--- src/rtl/uart_pkg.sv ---
// -----------------------------------------------------------------------------
// uart_pkg
// Shared types and constants for the multi-channel UART transmitter.
//   tx_state_t           : transmit FSM states (IDLE, START, DATA, STOP)
//   PRIO_RR / PRIO_FIXED : arbitration mode selectors
//   CLKS_PER_BIT_115200  : bit period for 115200 baud at 100 MHz
//   clog2()              : ceiling log2, used to size counters
// -----------------------------------------------------------------------------
package uart_pkg;

  typedef enum logic [1:0] {
    IDLE  = 2'd0,
    START = 2'd1,
    DATA  = 2'd2,
    STOP  = 2'd3
  } tx_state_t;

  localparam int PRIO_RR             = 0;
  localparam int PRIO_FIXED          = 1;
  localparam int CLKS_PER_BIT_115200 = 868;

  // Ceiling log2; returns 0 for n <= 1, so callers clamp widths to >= 1.
  function automatic int clog2(input int n);
    int r;
    int v;
    r = 0;
    v = 1;
    while (v < n) begin
      v = v * 2;
      r = r + 1;
    end
    return r;
  endfunction

endpackage

--- src/rtl/rr_arbiter.sv ---
// -----------------------------------------------------------------------------
// rr_arbiter
// Combinational request arbiter.
//   MODE = PRIO_RR    : search starts at pointer+1 and wraps around
//   MODE = PRIO_FIXED : lowest set index wins, pointer ignored
// Ports:
//   req     in  NUM_CH  request vector
//   pointer in  IDX_W   index of the last winner (round-robin only)
//   enable  in  1       when low no grant is issued
//   grant   out NUM_CH  one-hot winner (all zero when nothing wins)
//   index   out IDX_W   binary index of the winner
// -----------------------------------------------------------------------------
module rr_arbiter
  import uart_pkg::*;
#(
  parameter int NUM_CH = 4,
  parameter int MODE   = PRIO_RR,
  parameter int IDX_W  = (clog2(NUM_CH) < 1) ? 1 : clog2(NUM_CH)
) (
  input  logic [NUM_CH-1:0] req,
  input  logic [IDX_W-1:0]  pointer,
  input  logic              enable,
  output logic [NUM_CH-1:0] grant,
  output logic [IDX_W-1:0]  index
);

  logic [IDX_W-1:0] cand;
  logic             found;

  // Candidates are visited in priority order; the first requesting one wins.
  always_comb begin
    grant = '0;
    index = '0;
    found = 1'b0;
    cand  = '0;
    for (int unsigned k = 0; k < NUM_CH; k++) begin
      if (MODE == PRIO_FIXED) begin
        cand = IDX_W'(k);
      end else begin
        cand = IDX_W'((32'(pointer) + k + 1) % NUM_CH);
      end
      if (enable && !found && req[cand]) begin
        found       = 1'b1;
        grant[cand] = 1'b1;
        index       = cand;
      end
    end
  end

endmodule

--- src/rtl/uart_tx_arbiter.sv ---
// -----------------------------------------------------------------------------
// uart_tx_arbiter
// Multi-channel UART transmitter: arbitrates NUM_CH byte producers and
// serialises the winner onto one TXD line (start, DATA_W bits LSB first,
// STOP_BITS stop bits). Frame starts can be gated by active-low CTS.
// Ports:
//   Clock          in  1              system clock
//   Reset          in  1              asynchronous active-low reset
//   Data           in  NUM_CH*DATA_W  channel i byte at [i*DATA_W +: DATA_W]
//   RequestToSend  in  NUM_CH         level request per channel
//   DataReceived   out NUM_CH         one-cycle ack: byte latched for channel
//   CtsN           in  1              clear-to-send, active-low, asynchronous
//   SDO            out 1              serial TXD, idle high
//   Busy           out 1              high from frame start to last stop bit
//   Grant          out NUM_CH         one-hot owner of the frame in flight
// -----------------------------------------------------------------------------
module uart_tx_arbiter
  import uart_pkg::*;
#(
  parameter int NUM_CH        = 4,
  parameter int DATA_W        = 8,
  parameter int CLKS_PER_BIT  = CLKS_PER_BIT_115200,
  parameter int PRIORITY_MODE = PRIO_RR,
  parameter int STOP_BITS     = 1,
  parameter int USE_CTS       = 1
) (
  input  logic                     Clock,
  input  logic                     Reset,
  input  logic [NUM_CH*DATA_W-1:0] Data,
  input  logic [NUM_CH-1:0]        RequestToSend,
  output logic [NUM_CH-1:0]        DataReceived,
  input  logic                     CtsN,
  output logic                     SDO,
  output logic                     Busy,
  output logic [NUM_CH-1:0]        Grant
);

  localparam int IDX_W = (clog2(NUM_CH) < 1) ? 1 : clog2(NUM_CH);
  localparam int CNT_W = (clog2(CLKS_PER_BIT) < 1) ? 1 : clog2(CLKS_PER_BIT);
  localparam int BIT_W = (clog2(DATA_W) < 1) ? 1 : clog2(DATA_W);

  localparam logic [CNT_W-1:0] BAUD_RELOAD = CNT_W'(CLKS_PER_BIT - 1);
  localparam logic [BIT_W-1:0] LAST_BIT    = BIT_W'(DATA_W - 1);
  localparam logic             LAST_STOP   = 1'(STOP_BITS - 1);

  tx_state_t          state;
  logic [CNT_W-1:0]   baud_cnt;
  logic [BIT_W-1:0]   bit_idx;
  logic               stop_idx;
  logic [DATA_W-1:0]  shreg;
  logic               sdo_q;
  logic               busy_q;
  logic [NUM_CH-1:0]  grant_q;
  logic [NUM_CH-1:0]  ack_q;
  logic [IDX_W-1:0]   rr_ptr;
  logic               cts_meta;
  logic               cts_sync;

  logic               start_ok;
  logic [NUM_CH-1:0]  win_grant;
  logic [IDX_W-1:0]   win_idx;
  logic [DATA_W-1:0]  win_data;

  // Requests are only considered in IDLE, so a held request cannot be
  // accepted twice for one frame.
  always_comb begin
    start_ok = 1'b0;
    if (state == IDLE && (|RequestToSend) && (USE_CTS == 0 || !cts_sync)) begin
      start_ok = 1'b1;
    end
  end

  rr_arbiter #(
    .NUM_CH (NUM_CH),
    .MODE   (PRIORITY_MODE),
    .IDX_W  (IDX_W)
  ) u_arb (
    .req     (RequestToSend),
    .pointer (rr_ptr),
    .enable  (start_ok),
    .grant   (win_grant),
    .index   (win_idx)
  );

  // One-hot AND-OR mux of the winning channel's byte.
  always_comb begin
    win_data = '0;
    for (int unsigned i = 0; i < NUM_CH; i++) begin
      win_data = win_data | (Data[i*DATA_W +: DATA_W] & {DATA_W{win_grant[i]}});
    end
  end

  always_ff @(posedge Clock or negedge Reset) begin
    if (!Reset) begin
      state    <= IDLE;
      baud_cnt <= '0;
      bit_idx  <= '0;
      stop_idx <= 1'b0;
      shreg    <= '0;
      sdo_q    <= 1'b1;
      busy_q   <= 1'b0;
      grant_q  <= '0;
      ack_q    <= '0;
      rr_ptr   <= IDX_W'(NUM_CH - 1);
      cts_meta <= 1'b1;
      cts_sync <= 1'b1;
    end else begin
      cts_meta <= CtsN;
      cts_sync <= cts_meta;
      ack_q    <= '0;

      unique case (state)
        IDLE: begin
          sdo_q   <= 1'b1;
          busy_q  <= 1'b0;
          grant_q <= '0;
          if (start_ok) begin
            shreg    <= win_data;
            ack_q    <= win_grant;
            grant_q  <= win_grant;
            busy_q   <= 1'b1;
            sdo_q    <= 1'b0;
            baud_cnt <= BAUD_RELOAD;
            state    <= START;
            if (PRIORITY_MODE == PRIO_RR) begin
              rr_ptr <= win_idx;
            end
          end
        end

        START: begin
          if (baud_cnt == '0) begin
            baud_cnt <= BAUD_RELOAD;
            bit_idx  <= '0;
            sdo_q    <= shreg[0];
            shreg    <= shreg >> 1;
            state    <= DATA;
          end else begin
            baud_cnt <= baud_cnt - 1'b1;
          end
        end

        DATA: begin
          if (baud_cnt == '0) begin
            baud_cnt <= BAUD_RELOAD;
            if (bit_idx == LAST_BIT) begin
              sdo_q    <= 1'b1;
              stop_idx <= 1'b0;
              state    <= STOP;
            end else begin
              bit_idx <= bit_idx + 1'b1;
              sdo_q   <= shreg[0];
              shreg   <= shreg >> 1;
            end
          end else begin
            baud_cnt <= baud_cnt - 1'b1;
          end
        end

        STOP: begin
          if (baud_cnt == '0) begin
            if (stop_idx == LAST_STOP) begin
              // Leaving STOP guarantees one IDLE cycle with SDO high
              // before any following start bit.
              busy_q  <= 1'b0;
              grant_q <= '0;
              sdo_q   <= 1'b1;
              state   <= IDLE;
            end else begin
              stop_idx <= 1'b1;
              baud_cnt <= BAUD_RELOAD;
            end
          end else begin
            baud_cnt <= baud_cnt - 1'b1;
          end
        end

        default: begin
          state <= IDLE;
        end
      endcase
    end
  end

  assign SDO          = sdo_q;
  assign Busy         = busy_q;
  assign Grant        = grant_q;
  assign DataReceived = ack_q;

endmodule

--- config.mk ---
export PLATFORM = sky130hd
export DESIGN_NAME = uart_tx_arbiter
export DESIGN_NICKNAME = d
export VERILOG_FILES = /design/src/rtl/uart_pkg.sv /design/src/rtl/rr_arbiter.sv /design/src/rtl/uart_tx_arbiter.sv
export SDC_FILE = /design/constraint.sdc
export NUM_CORES = 1
export LEC_CHECK = 0
export CAP_MARGIN = 5
export CORE_MARGIN = 5
export CORE_UTILIZATION = 45
export DETAILED_ROUTE_END_ITERATION = 8
export PLACE_DENSITY = 0.69
export SLEW_MARGIN = 20
export SYNTH_ARGS = -nofsm -noshare
export SYNTH_HDL_FRONTEND = slang
export SYNTH_SLANG_ARGS = --single-unit
--- constraint.sdc ---
create_clock -name Clock -period 3.9 [get_ports Clock]
set_clock_uncertainty 0.15 [all_clocks]
set_input_delay 0.39 -clock Clock [delete_from_list [all_inputs] [get_ports Clock]]
set_output_delay 0.39 -clock Clock [all_outputs]
set_load 0.01 [all_outputs]
Word-level counts from Yosys, hierarchy flattened
Cells that the tools add are included.
{"block": "word_totals", "out_inout_bits": 10, "register_bits": 38, "wordCells": 153, "inputBits": 39}
{"block": "classes", "eq_ne": 12, "reduce_logical": 33, "bitwise": 10, "addsub": 8, "mux": 70, "order_cmp": 8}
{"operator": "$mux W10", "count": 4}
{"operator": "$and A8 B8 Y8", "count": 4}
{"operator": "$mux W4", "count": 8}
{"operator": "$mux W8", "count": 4}
{"operator": "$pmux W10 S3", "count": 1}
{"operator": "$mux W1", "count": 25}
{"operator": "$or A8 B8 Y8", "count": 3}
{"operator": "$pmux W8 S3", "count": 1}
{"operator": "$mux W2", "count": 10}
{"operator": "$logic_and A1 B1 Y1", "count": 13}
{"operator": "$lt A2 B3 Y1 const B", "count": 4}
{"operator": "$ne A2 B2 Y1 const B", "count": 6}
{"operator": "$or A4 B4 Y4", "count": 3}
{"operator": "$reduce_and A4 Y1", "count": 3}
{"operator": "$logic_not A10 Y1", "count": 1}
{"operator": "$sub A10 B1 Y10 const B", "count": 1}
{"operator": "$mux W3", "count": 3}
{"operator": "$add A2 B1 Y2 const B", "count": 4}
{"operator": "$bmux W1 S2", "count": 4}
{"operator": "$demux W1 S2", "count": 4}
{"operator": "$ge A2 B1 Y1 const B", "count": 4}
{"operator": "$pmux W2 S4", "count": 1}
{"operator": "$pmux W4 S2", "count": 1}
{"operator": "$pmux W3 S2", "count": 1}
{"operator": "19 further kinds", "count": 28}

Longest topological paths before layout
{"block": "depth", "depth_word": 24, "mapped_depth": 10, "depth_no_buf": 8}

By module
A second synthesis with hierarchy kept.
{"block": "hier_totals", "hier_cells": 253, "hier_area_um2": 2592.5}
{"module": "uart_tx_arbiter", "seq_area_each_um2": 932.1, "n_inst": 1, "cells_each": 201, "area_each_um2": 2090.8}
{"module": "rr_arbiter", "seq_area_each_um2": 0.0, "n_inst": 1, "cells_each": 52, "area_each_um2": 501.7}

Worst setup path before layout
Ideal clock, no wire load.
{"block": "synth_timing", "kind": "register to register", "startpoint": "register rr_ptr[0]", "endpoint": "register grant_q[1], in the netlist Grant[1]", "required_time_ns": 3.619, "stages_incl_launch_ff": 11, "path_buffers": 2, "path_slack_ns": 1.044, "synth_period_minus_slack_ns": 2.856, "arrival_time_ns": 2.575, "setup_ns": 0.131, "path_cell_list": "dfstp_2 buf_6 inv_1 ha_1 nor2_1 mux2_2 and3_1 buf_2 a221oi_4 a21boi_1 o21ai_1"}
{"block": "synth_via", "elab_chain_len": 19, "word_cells_on_any_way": 56, "classes_between": "6 x add/sub; 8 x order compare; 25 x mux; 3 x bitwise; 14 x reduce/logical"}
{"item": "start: declaration", "line_no": "uart_tx_arbiter.sv:55", "source": "logic [IDX_W-1:0] rr_ptr;"}
{"item": "start signal: assignment", "line_no": "uart_tx_arbiter.sv:104", "source": "rr_ptr <= IDX_W'(NUM_CH - 1);"}
{"item": "start signal: assignment", "line_no": "uart_tx_arbiter.sv:126", "source": "rr_ptr <= win_idx;"}
{"item": "parallel branches: the longest is 16 deep, another holds $lt A2 B3 Y1"}
{"item": "$mux W4 (*)", "line_no": "rr_arbiter.sv:42", "source": "if (enable && !found && req[cand]) begin"}
{"item": "$mux W4 (*)", "line_no": "uart_tx_arbiter.sv:117", "source": "if (start_ok) begin"}
{"item": "$pmux W4 S2 (*)", "line_no": "uart_tx_arbiter.sv:112", "source": "unique case (state)"}
{"item": "end signal: assignment", "line_no": "uart_tx_arbiter.sv:120", "source": "grant_q <= win_grant;"}
{"item": "end: declaration", "line_no": "uart_tx_arbiter.sv:53", "source": "logic [NUM_CH-1:0] grant_q;"}
Mark *: on every way between the ends. The select of a mux whose other input is x is not followed.
A chain may end at the register's enable or synchronous reset.

Final worst setup path
Same ends and word-level chain as after synthesis.

==> out/metrics.yaml <==
outcome: "finished clean"
grt.met1_usage_pct: 28.7
clkLatencyLatePin_ns: 0.31
vias: 2594
final_cell_mix: "47 x clkdlybuf4s50_1, 32 x dfrtp_1, 26 x o21ai_0"
routed_via_density: 6.25
slew_headroom_pct: 44.3
grt_pass1_wl_mm: 12.5
tightest_slew_ns: 0.835
synth_ff_type: "dfrtp_1"
initial_core_util_pct: 46.8
rsz0062_at_grt: "false"
ys_ff_latch: 37
core_mm2: 0.00599
tns_ns: 0
dr.pass1.iters: 6
syn_to_final_growth_pct: 23.2
cts_tree: "yes"
p_leak_nw: 1.40
die_h_um: 88.9
overflow: 0
ctsRootBufferMaster: "clkbuf_8"
drtIter0Drc: 265
synth-edff-count: 0
holdCritPathClass: "in -> async"
layout_commonest_cell: "clkdlybuf4s50_1"
clockBufferDepth: 2
syn_area_per_cell_um2: 9.50
ys_warn_count: 0
netlist_instances: 295
fin_util_pct: 57.6
grt_max_degree: 38
die-width_um: 88.9
ys_types: 65
crit_type: "reg -> reg"
netlist_area_mm2: 0.00280
track_usage_pct: 20.1
grt_pass1_vias: 2501
ant_nets: 0
hold_buffers: 0
path_max_fanout: 13
startpoint_type: "flip-flop"
slew_viol_final: 0
met2_usage_pct: 31.0
dpl.hpwl_mm: 5.63
arrival_ns: 3.28
use_met3_pct: 3.69
cts.htree.levels: 2
layout-drive-gt1-share_pct: 10.3
p_per_area_mw_per_mm2: 258
die_area_mm2: 0.00791
max_freq_mhz: 308
cp-end-kind: "flip-flop"
min_period_ns: 3.24
top_usage_layer: "met2"
drt_wl_total_mm: 7.62
setup_violations: 0
clk_pin_slew_ns: 0.09
wire_per_inst_um: 18.4
yosysSeqAreaShare_pct: 33.3
cap_violations: 0
cts_resized: 0
antenna_found_initial: 0
rows: 28
fin_nets: 394
post-cts-setup-buffers: 0
hold_viol: 0
worstPathRequired_ns: 3.93
cts_inserted_buffers: 5
io_pins: 49
gp_congestion: 0.875
drc_errors: 0
synth_async_sr_flop_share_pct: 100
antennaDiodeCount: 0
io_buffers: 48
period_share_pct: 83.1
numClockSinks: 37
syn_nets: 350
vdd_drop_max_mv: 0.122
## through the flow
| step | hold slack, ns | std cells | instance area (µm²) | setup slack [ns] | power [mW] |
|---|---|---|---|---|---|
| after floorplan | -0.0556 | 295 | 2800 | 1.04 | 0.417 |
| after global placement | 0.197 | 407 | 3320 | 0.812 | 0.474 |
| after detailed placement | 0.201 | 407 | 3320 | 0.695 | 0.474 |
| after CTS | 0.0685 | 415 | 3450 | 0.689 | 0.892 |
| after global routing | 0.118 | 415 | 3450 | 0.422 | 0.914 |
| final | 0.0316 | 415 | 3450 | 0.658 | 0.891 |
## synthesized netlist by cell type, types with 2 or more instances
cell type	n	share of area [%]
a211oi_1	6	1.6
a21o_1	2	0.54
a21oi_1	9	1.6
a221o_1	2	0.71
a221oi_1	4	1.2
a222oi_1	9	3.2
a22o_1	3	0.94
a22oi_1	10	2.7
a2bb2oi_1	3	0.94
a31o_2	3	0.94
a31oi_1	7	1.6
a32o_1	2	0.71
and2_0	2	0.45
and2_1	2	0.45
and3_1	2	0.45
buf_2	2	0.36
buf_6	2	0.80
clkbuf_1	6	0.80
dfrtp_1	32	29
dfstp_2	5	4.7
ha_1	16	7.1
inv_1	18	2.4
mux2_2	3	1.2
mux2i_1	5	1.8
mux4_2	2	1.6
nand2_1	17	2.3
nand2b_1	8	1.8
nand3_1	6	1.1
nand3b_1	7	1.9
nand4_1	3	0.67
nor2_1	17	2.3
nor2b_1	5	1.1
nor3_1	5	0.89
o2111ai_1	2	0.63
o21a_1	3	0.80
o21ai_0	26	4.6
o22a_1	2	0.63
o22ai_1	4	0.89
o31a_1	2	0.63
o32a_1	2	0.71
xnor2_1	2	0.63
xor2_1	4	1.2
## critical path, cell delays in order (launching register included)
cell      delay (ns)
dfstp_2         0.72
inv_1           0.19
ha_1            0.32
nor2_1          0.23
mux2_2          0.41
and3_1          0.28
a221oi_4        0.52
a21boi_1        0.22
o21ai_1         0.07
## layout make-up
class | instances | area (µm²)
Timing Repair Buffer | 49 | 483
Inverter | 18 | 67.6
Clock inverter | 3 | 68.8
Multi-Input combinational cell | 228 | 1740
Tap cell | 75 | 93.8
Fill cell | 542 | 2540
Sequential cell | 37 | 932
Clock buffer | 5 | 68.8
## sequential cells by signal (all words and copies together), names as in the netlist
name / flops
baud_cnt: 10
shreg: 8
DataReceived: 4
Grant: 4
bit_idx: 3
rr_ptr: 2
state: 2
Busy: 1
SDO: 1
cts_meta: 1
cts_sync: 1
## path summary, 6_finish.rpt
check | startpoint | cells past startpoint | to | slack (ns)
max in group asynchronous | Reset | 1 | DataReceived[1] | 3.04
min in group Clock | cts_meta | 0 | cts_sync | 0.20
hold / removal | Reset | 1 | baud_cnt[9] | 0.03
setup reg to reg | rr_ptr[0] | 8 | Grant[1] | 0.66
setup / recovery | rr_ptr[0] | 8 | Grant[1] | 0.66
hold reg to reg | cts_meta | 0 | cts_sync | 0.20
## per-layer routing
layer | up-vias | share of wire [%]
li1 | 1228 | -
met4 | 0 | 1.0
met5 | - | 0
met2 | 96 | 46
met3 | 11 | 6.4
met1 | 1259 | 47
## logic make-up (layout without fill, tap and decap cells)
group | after synthesis | count (layout) | synth area share [%]
AOI/OAI and AO/OA | 111 | 111 | 30.2
xor gates and xnor gates | 6 | 6 | 1.87
muxes | 10 | 10 | 4.60
DFF | 37 | 37 | 33.3
and+or+nand+nor | 85 | 85 | 18.2
buffers and inverters | 30 | 75 | 4.69
adders and majority gates | 16 | 16 | 7.14
## where the power goes
part | leakage (nW) | switching (mW) | internal [mW]
clock | 0.0687 | 0.165 | 0.258
combinational | 0.870 | 0.0326 | 0.0465
sequential | 0.459 | 0.00175 | 0.387
Note: power is estimated with default switching activity, not from simulation.
